### config.mk
export PLATFORM = sky130hd
export DESIGN_NAME = cpu6_memarb_flat
export DESIGN_NICKNAME = d
export VERILOG_FILES = /design/src/rtl/cpu6_memarb_if.sv /design/src/rtl/cpu6_memarb.sv /design/src/flat_wrapper.sv
export SDC_FILE = /design/constraint.sdc
export NUM_CORES = 1
export LEC_CHECK = 0
export CAP_MARGIN = 20
export CORE_AREA = 3 3 106 108
export DETAILED_ROUTE_END_ITERATION = 7
export DIE_AREA = 0 0 109 111
export SYNTH_ARGS = -nofsm -noshare
export SYNTH_HDL_FRONTEND = slang
export SYNTH_SLANG_ARGS = --single-unit
### constraint.sdc
create_clock -name clk -period 2.8 [get_ports clk]
set_clock_uncertainty 0.15 [all_clocks]
set_input_delay 0.7 -clock clk [delete_from_list [all_inputs] [get_ports clk]]
set_output_delay 0.7 -clock clk [all_outputs]
set_load 0.02 [all_outputs]
### src/rtl/cpu6_memarb_if.sv
// cpu6_memarb_if: fetch, load/store and shared memory bus signals.
// master = arbiter side, slave = requesters plus memory.
interface cpu6_memarb_if #(
  parameter int XLEN = 32
);
  logic              if_req;
  logic [XLEN-1:0]   if_addr;
  logic              if_gnt;
  logic              if_rvalid;
  logic [XLEN-1:0]   if_rdata;

  logic              ls_req;
  logic              ls_we;
  logic [XLEN-1:0]   ls_addr;
  logic [XLEN-1:0]   ls_wdata;
  logic [XLEN/8-1:0] ls_be;
  logic              ls_gnt;
  logic              ls_rvalid;
  logic [XLEN-1:0]   ls_rdata;

  logic              mem_req;
  logic              mem_we;
  logic [XLEN-1:0]   mem_addr;
  logic [XLEN-1:0]   mem_wdata;
  logic [XLEN/8-1:0] mem_be;
  logic              mem_gnt;
  logic              mem_rvalid;
  logic [XLEN-1:0]   mem_rdata;

  modport master (
    input  if_req, if_addr,
    output if_gnt, if_rvalid, if_rdata,
    input  ls_req, ls_we, ls_addr, ls_wdata, ls_be,
    output ls_gnt, ls_rvalid, ls_rdata,
    output mem_req, mem_we, mem_addr, mem_wdata, mem_be,
    input  mem_gnt, mem_rvalid, mem_rdata
  );

  modport slave (
    output if_req, if_addr,
    input  if_gnt, if_rvalid, if_rdata,
    output ls_req, ls_we, ls_addr, ls_wdata, ls_be,
    input  ls_gnt, ls_rvalid, ls_rdata,
    input  mem_req, mem_we, mem_addr, mem_wdata, mem_be,
    output mem_gnt, mem_rvalid, mem_rdata
  );
endinterface

### src/rtl/cpu6_memarb.sv
// cpu6_memarb: single-outstanding IF/LS arbiter onto one memory bus.
// Define CPU6_MEMARB_FAIRNESS_EN to bound LS streaks while IF waits.
module cpu6_memarb #(
  parameter int XLEN          = 32,
  parameter int MAX_LS_STREAK = 4
) (
  input  logic          clk,
  input  logic          reset,
  cpu6_memarb_if.master bus,
  output logic          busy
);
  localparam int BW = XLEN / 8;

  localparam logic [1:0] S_IDLE = 2'd0;
  localparam logic [1:0] S_REQ  = 2'd1;
  localparam logic [1:0] S_RSP  = 2'd2;

  logic [1:0] r_state;
  logic [1:0] w_state_nx;
  logic       r_own_ls;
  logic       w_own_ls;
  logic       w_pick_ls;
  logic       w_force_if;
  logic       w_req;
  logic       w_gnt;
  logic       w_rsp;

`ifdef CPU6_MEMARB_FAIRNESS_EN
  localparam logic [3:0] MAX_S = 4'(MAX_LS_STREAK);

  logic [3:0] r_streak;

  assign w_force_if = bus.if_req && (r_streak == MAX_S);
`else
  assign w_force_if = 1'b0 && (MAX_LS_STREAK > 0);
`endif

  // LS wins unless absent or the fairness limit hands the slot to IF
  assign w_pick_ls = bus.ls_req && !w_force_if;
  assign w_own_ls  = (r_state == S_IDLE) ? w_pick_ls : r_own_ls;

  // Bus request: live in IDLE, held in REQ, dropped in RSP and reset
  always_comb begin
    w_req = 1'b0;
    unique case (r_state)
      S_IDLE:  w_req = bus.if_req | bus.ls_req;
      S_REQ:   w_req = 1'b1;
      default: w_req = 1'b0;
    endcase
    if (!reset) w_req = 1'b0;
  end

  assign w_gnt = w_req && bus.mem_gnt;
  assign w_rsp = reset && (r_state == S_RSP) && bus.mem_rvalid;

  assign bus.mem_req   = w_req;
  assign bus.mem_we    = w_req && w_own_ls && bus.ls_we;
  assign bus.mem_addr  = !w_req   ? {XLEN{1'b0}} :
                         w_own_ls ? bus.ls_addr : bus.if_addr;
  assign bus.mem_wdata = (w_req && w_own_ls) ? bus.ls_wdata : {XLEN{1'b0}};
  assign bus.mem_be    = !w_req   ? {BW{1'b0}} :
                         w_own_ls ? bus.ls_be : {BW{1'b1}};

  assign bus.if_gnt    = w_gnt && !w_own_ls;
  assign bus.ls_gnt    = w_gnt && w_own_ls;
  assign bus.if_rvalid = w_rsp && !r_own_ls;
  assign bus.ls_rvalid = w_rsp && r_own_ls;
  assign bus.if_rdata  = bus.mem_rdata;
  assign bus.ls_rdata  = bus.mem_rdata;

  assign busy = (r_state != S_IDLE);

  // Transaction sequencing: request, grant, response
  always_comb begin
    w_state_nx = r_state;
    unique case (r_state)
      S_IDLE:  if (w_req) w_state_nx = bus.mem_gnt ? S_RSP : S_REQ;
      S_REQ:   if (bus.mem_gnt) w_state_nx = S_RSP;
      S_RSP:   if (bus.mem_rvalid) w_state_nx = S_IDLE;
      default: w_state_nx = S_IDLE;
    endcase
  end

  // State and owner lock; owner is fixed from issue until response
  always_ff @(posedge clk or negedge reset) begin
    if (!reset) begin
      r_state  <= S_IDLE;
      r_own_ls <= 1'b0;
    end else begin
      r_state <= w_state_nx;
      if (r_state == S_IDLE && w_req) r_own_ls <= w_pick_ls;
    end
  end

`ifdef CPU6_MEMARB_FAIRNESS_EN
  // Count LS grants taken while IF waits; saturate at the limit
  always_ff @(posedge clk or negedge reset) begin
    if (!reset) begin
      r_streak <= 4'd0;
    end else if (w_gnt) begin
      if (!w_own_ls || !bus.if_req) r_streak <= 4'd0;
      else if (r_streak != MAX_S) r_streak <= r_streak + 4'd1;
    end
  end
`endif
endmodule

### src/flat_wrapper.sv
// flat-port wrapper written by rule: the top's interface ports become plain ports
module cpu6_memarb_flat 
#(
  parameter int XLEN          = 32,
  parameter int MAX_LS_STREAK = 4
)
  (clk, reset, busy, bus_if_req, bus_if_addr, bus_if_gnt, bus_if_rvalid, bus_if_rdata, bus_ls_req, bus_ls_we, bus_ls_addr, bus_ls_wdata, bus_ls_be, bus_ls_gnt, bus_ls_rvalid, bus_ls_rdata, bus_mem_req, bus_mem_we, bus_mem_addr, bus_mem_wdata, bus_mem_be, bus_mem_gnt, bus_mem_rvalid, bus_mem_rdata);
  cpu6_memarb_if #(.XLEN(XLEN)) bus_i ();
  input  logic clk;
  input  logic reset;
  output logic busy;
  input wire logic [$bits(bus_i.if_req)-1:0] bus_if_req;
  input wire logic [$bits(bus_i.if_addr)-1:0] bus_if_addr;
  output wire logic [$bits(bus_i.if_gnt)-1:0] bus_if_gnt;
  output wire logic [$bits(bus_i.if_rvalid)-1:0] bus_if_rvalid;
  output wire logic [$bits(bus_i.if_rdata)-1:0] bus_if_rdata;
  input wire logic [$bits(bus_i.ls_req)-1:0] bus_ls_req;
  input wire logic [$bits(bus_i.ls_we)-1:0] bus_ls_we;
  input wire logic [$bits(bus_i.ls_addr)-1:0] bus_ls_addr;
  input wire logic [$bits(bus_i.ls_wdata)-1:0] bus_ls_wdata;
  input wire logic [$bits(bus_i.ls_be)-1:0] bus_ls_be;
  output wire logic [$bits(bus_i.ls_gnt)-1:0] bus_ls_gnt;
  output wire logic [$bits(bus_i.ls_rvalid)-1:0] bus_ls_rvalid;
  output wire logic [$bits(bus_i.ls_rdata)-1:0] bus_ls_rdata;
  output wire logic [$bits(bus_i.mem_req)-1:0] bus_mem_req;
  output wire logic [$bits(bus_i.mem_we)-1:0] bus_mem_we;
  output wire logic [$bits(bus_i.mem_addr)-1:0] bus_mem_addr;
  output wire logic [$bits(bus_i.mem_wdata)-1:0] bus_mem_wdata;
  output wire logic [$bits(bus_i.mem_be)-1:0] bus_mem_be;
  input wire logic [$bits(bus_i.mem_gnt)-1:0] bus_mem_gnt;
  input wire logic [$bits(bus_i.mem_rvalid)-1:0] bus_mem_rvalid;
  input wire logic [$bits(bus_i.mem_rdata)-1:0] bus_mem_rdata;
  assign bus_i.if_req = bus_if_req;
  assign bus_i.if_addr = bus_if_addr;
  assign bus_if_gnt = bus_i.if_gnt;
  assign bus_if_rvalid = bus_i.if_rvalid;
  assign bus_if_rdata = bus_i.if_rdata;
  assign bus_i.ls_req = bus_ls_req;
  assign bus_i.ls_we = bus_ls_we;
  assign bus_i.ls_addr = bus_ls_addr;
  assign bus_i.ls_wdata = bus_ls_wdata;
  assign bus_i.ls_be = bus_ls_be;
  assign bus_ls_gnt = bus_i.ls_gnt;
  assign bus_ls_rvalid = bus_i.ls_rvalid;
  assign bus_ls_rdata = bus_i.ls_rdata;
  assign bus_mem_req = bus_i.mem_req;
  assign bus_mem_we = bus_i.mem_we;
  assign bus_mem_addr = bus_i.mem_addr;
  assign bus_mem_wdata = bus_i.mem_wdata;
  assign bus_mem_be = bus_i.mem_be;
  assign bus_i.mem_gnt = bus_mem_gnt;
  assign bus_i.mem_rvalid = bus_mem_rvalid;
  assign bus_i.mem_rdata = bus_mem_rdata;
  cpu6_memarb #(.XLEN(XLEN), .MAX_LS_STREAK(MAX_LS_STREAK)) u_core (.clk(clk), .reset(reset), .bus(bus_i), .busy(busy));
endmodule
Word level (Yosys, flattened, before mapping)

Cells that the tools add are included.

Word-level logic and storage cells: 36
Bits in registers: 3
Output and inout bits: 139

Muxes and demuxes: 13
Equality and inequality tests: 5
Bitwise operators: 1
Reduce and logical (&&, ||, !) cells: 15

Operators by type and width:

| kind                                                  | count |
|---|---|
| 2-to-1 mux 32 bit                                     | 3 |
| logical AND 1 bit                                     | 10 |
| 2-to-1 mux 2 bit                                      | 4 |
| 2-to-1 mux 4 bit                                      | 2 |
| case mux 2 bit (3 select lines)                       | 1 |
| inequality test 2 bit, second input constant          | 2 |
| AND reduction 3 bit                                   | 1 |
| equality test 2 x 1 -> 1 bit, second input constant   | 1 |
| equality test 2 bit, second input constant            | 1 |
| zero test 1 bit                                       | 2 |
| zero test 2 bit                                       | 1 |
| 2-to-1 mux 1 bit                                      | 2 |
| inequality test 2 x 1 -> 1 bit, second input constant | 1 |
| case mux 1 bit (2 select lines)                       | 1 |
| nonzero test 2 bit                                    | 1 |
| bitwise OR 1 bit                                      | 1 |

Logic depth before layout (Yosys ltp)

Depth in word-level cells: 5
Depth in mapped cells: 6

Worst setup path after synthesis

No wires, ideal clock.

Kind: input port to output port
Start: input bus_ls_req
End: output bus_mem_addr[10]
Required time: 1.950 ns
Setup slack: 0.193 ns
Data arrival time: 1.757 ns
Stages: 4
Path buffers: 1
Cells stage by stage: or3b_4 > a21oi_4 > buf_6 > a22o_1

Longest elaborated chain between the ends: 4
Elaborated cells on any way between the ends: 6

RTL lines:

| what                            | RTL line           | RTL |
|---|---|---|
| start, declared                 | flat_wrapper.sv:17 | `input wire logic [$bits(bus_i.ls_req)-1:0] bus_ls_req;` |
| bitwise OR 1 bit                | cpu6_memarb.sv:46  | `S_IDLE: w_req = bus.if_req \| bus.ls_req;` |
| case mux 1 bit (2 select lines) | cpu6_memarb.sv:45  | `unique case (r_state)` |
| 2-to-1 mux 1 bit                | cpu6_memarb.sv:50  | `if (!reset) w_req = 1'b0;` |
| 2-to-1 mux 32 bit *             | cpu6_memarb.sv:58  | `assign bus.mem_addr = !w_req ? {XLEN{1'b0}} :` |
| end, declared                   | flat_wrapper.sv:27 | `output wire logic [$bits(bus_i.mem_addr)-1:0] bus_mem_addr;` |

Every way passes the cells marked *; elsewhere a longest branch is shown, timed or not.

Worst setup path after layout

Start: input bus_ls_req
End: output bus_mem_addr[23]

Same word-level chain as after synthesis.

==> metrics.md <==
| Metric | Value |
|---|---|
| Status | finished clean |
| Largest family of logic cells by synthesized area | buffers and inverters |
| Final Max Slew Viols | 0 |
| Initial antenna violation count | 0 |
| Register area share after synthesis | 0.0576 |
| DR iter-0 viols | 54 |
| GR Overflow Total | 0 |
| H-tree Lvls | 1 |
| I/O Buffers | 181 |
| Area of the mapped netlist | 1300 um^2 |
| Vias in the first global route | 1664 |
| DRT Wirelength | 6520 um |
| Final antenna-violating net count | 0 |
| Startpoint Class | input pin |
| Layout Area Growth over Synthesis | 132% |
| Routed vias | 1600 |
| CTS tree | built |
| Hold Path End | u_core.r_state[0] |
| Hold/Removal Path Class | reg2reg |
| Element type at the critical path end | primary output |
| Core box area | 10300 um^2 |
| LEAKAGE | 0.00133 uW |
| Clock tree buffer depth | 2 |
| Setup-failing EPs final | 0 |
| Fraction of layout cells with a size suffix above 1 | 0.234 |
| # diodes | 0 |
| GPL Wtd Cong | 0.820 |
| Largest net degree at the start of global routing | 36 |
| Mean post-synth cell area | 7.62 um^2 |
| WP data arrival | 1940 ps |
| FF-to-FF setup slack | 1460 ps |
| Sink Count | 3 |
| First-pass GRT wire length | 9060 um |
| DR WL/cell | 15.0 um |
| WP data required | 1950 ps |
| Multi-input gate area | 692 um^2 |
| Die span in y | 111 um |
| Total CTS buffers | 3 |
| R2R Path End | u_core.r_own_ls |
| Starting Density | 0.126 |
| Post-synthesis adder-cell area fraction | 0 |
| Worst slew margin | 0.833 |
| Simple-Gate Fraction of Synth Area | 0.232 |
| Unrepaired setup endpoints after global routing | true |
| Synth Area in XOR/XNOR | 0 |
| Cell count after synthesis | 171 |
| Latest clock arrival within the worst-skew pair | 220 ps |
| Area post-placement | 2880 um^2 |
| Period Utilization, post-route | 0.995 |
| Final hold violations | 0 |
| Pre-antenna DRT Iters | 4 |
| Register area | 75.1 um^2 |
| DRC violations left | 0 |
| Synth unique cells | 21 |
| CP max FO | 8 |
| DPL Wire Length | 5220 um |
| Peak Freq | 359 MHz |
| FILL cells | 1092 |
| Vias per Instance | 3.68 |
| Synth warn | 0 |
| Synth Area in Compound Gates | 0.270 |
| Cell Rows | 37 |
| Crit Path Class | in2out |
| Worst-Margin Slew | 250 ps |
| Pwr/cell area | 287 nW/um^2 |
| Hold depth | 2 |
| DIE AREA | 12100 um^2 |
| Final Non-Filler Cells | 435 |
| MaxCap Viol Count | 0 |
| Reg2Reg Depth | 4 |
| Final Instance Area | 3020 um^2 |
| Period minus WS final | 2790 ps |
| Clock root cell | clkbuf_8 |
| Worst reg2reg startpoint | u_core.r_state[0] |
| Cts hold-fix bufs | 0 |
| Final net count | 439 |
| Register bit total from synthesis | 3 |
| GRT Overall Usage | 0.0938 |
| Die X | 109 um |
| Max rail drop VDD | 0.113 mV |
| Reg clk slew, reported paths | 30 ps |
| Mux contribution to synthesized area | 0.00768 |
| Hold Crit Start | u_core.r_state[1] |
| Synth Net Count | 310 |
| I/O Pins | 278 |
| Post-placement cell count | 427 |
## per-layer routing
| layer | global-route usage | wire [um] | vias to the layer above |
|---|---|---|---|
| li1 | - | - | 779 |
| met1 | 0.0888 | 2130 | 698 |
| met2 | 0.183 | 3380 | 103 |
| met3 | 0.0274 | 861 | 20 |
| met4 | 0.0370 | 138 | 0 |
| met5 | 0 | 0 | - |
## synth_stat cells
cell type | count | area, um^2
buf_6 | 4 | 45.0
mux2i_1 | 1 | 10.0
and2_1 | 34 | 213
a21oi_4 | 1 | 16.3
buf_2 | 3 | 15.0
o32ai_1 | 1 | 8.76
inv_1 | 2 | 7.51
nor3b_1 | 1 | 7.51
clkbuf_1 | 4 | 15.0
nand2_1 | 1 | 3.75
nor3_1 | 3 | 15.0
a22o_1 | 33 | 289
nand2b_1 | 3 | 18.8
a21o_1 | 4 | 30.0
o21a_1 | 1 | 7.51
dfrtp_1 | 3 | 75.1
nand4b_1 | 1 | 8.76
nor2_1 | 5 | 18.8
or2_2 | 1 | 6.26
buf_4 | 64 | 480
or3b_4 | 1 | 11.3
## critical path: stages
cell and delay [ps]:
buf_6 90, or3b_4 390, a21oi_4 170, buf_12 160, buf_16 130, a22o_1 170, buf_6 120
## worst max-delay path by stage
stage,startpoint,end,cells after the start
3_5_place_dp,bus_if_req,bus_mem_addr[5],6
4_1_cts,bus_ls_req,bus_mem_addr[8],7
5_1_grt,bus_ls_req,bus_mem_addr[2],6
6_report,bus_ls_req,bus_mem_addr[23],7
3_3_place_gp,bus_if_req,bus_mem_addr[5],6
2_1_floorplan,bus_ls_req,bus_mem_addr[10],4
## cell type report
class,instances,area share
clock buffers,4,0.0149
inverters,2,0.00249
well taps,136,0.0564
multi-input cells,91,0.229
repair buffers,199,0.672
flip-flops and latches,3,0.0249
## cell usage in the layout (no fill, tap or decap), drive strengths merged
cell type        n
nand2            1
clkdlybuf4s50  104
clkbuf           5
dlygate4sd2     12
nor2             5
o21a             1
a21oi            1
buf             52
nor3             3
nand2b           3
or2              1
mux2i            1
and2            34
a21o             4
nor3b            1
or3b             1
dfrtp            3
a22o            33
inv              2
o32ai            1
nand4b           1
clkdlybuf4s15   30
## what timing repair did
action | 4_1_cts | 5_1_grt
pin swaps | 8 | 10
gates cloned | 3 | 0
resized for setup | 248 | 27
hold endpoints to repair | 0 | 0
buffers inserted | 2 | 0
endpoints found under the setup margin | 74 | 37
## metrics by stage
stage	utilization	hold WS [ps]	TNS [ps]	total power, uW	setup WS, ps
after floorplan	-	254	0	469	193
after global placement	0.279	389	-47920	722	-825
after detailed placement	0.279	410	-49260	728	-847
after CTS	0.285	428	0	849	8.77
after global routing	0.292	453	-203	915	-24.7
final	0.292	431	0	866	13.8
## power breakdown
group	internal, uW	switching, uW	total, uW
combinational	386	293	679
clock	97.1	28.4	125
sequential	51.5	10.4	61.9
## flip-flops by register name, indices dropped and copies added (netlist names)
| signal | count |
|---|---|
| u_core.r_own_ls | 1 |
| u_core.r_state | 2 |
## logic make-up after synthesis
| family | count (synthesis) |
|---|---|
| DFF | 3 |
| AOI/OAI and AO/OA | 40 |
| buffers and inverters | 77 |
| muxes | 1 |
| and+or+nand+nor | 50 |
Power figures use the tool's default switching activity.
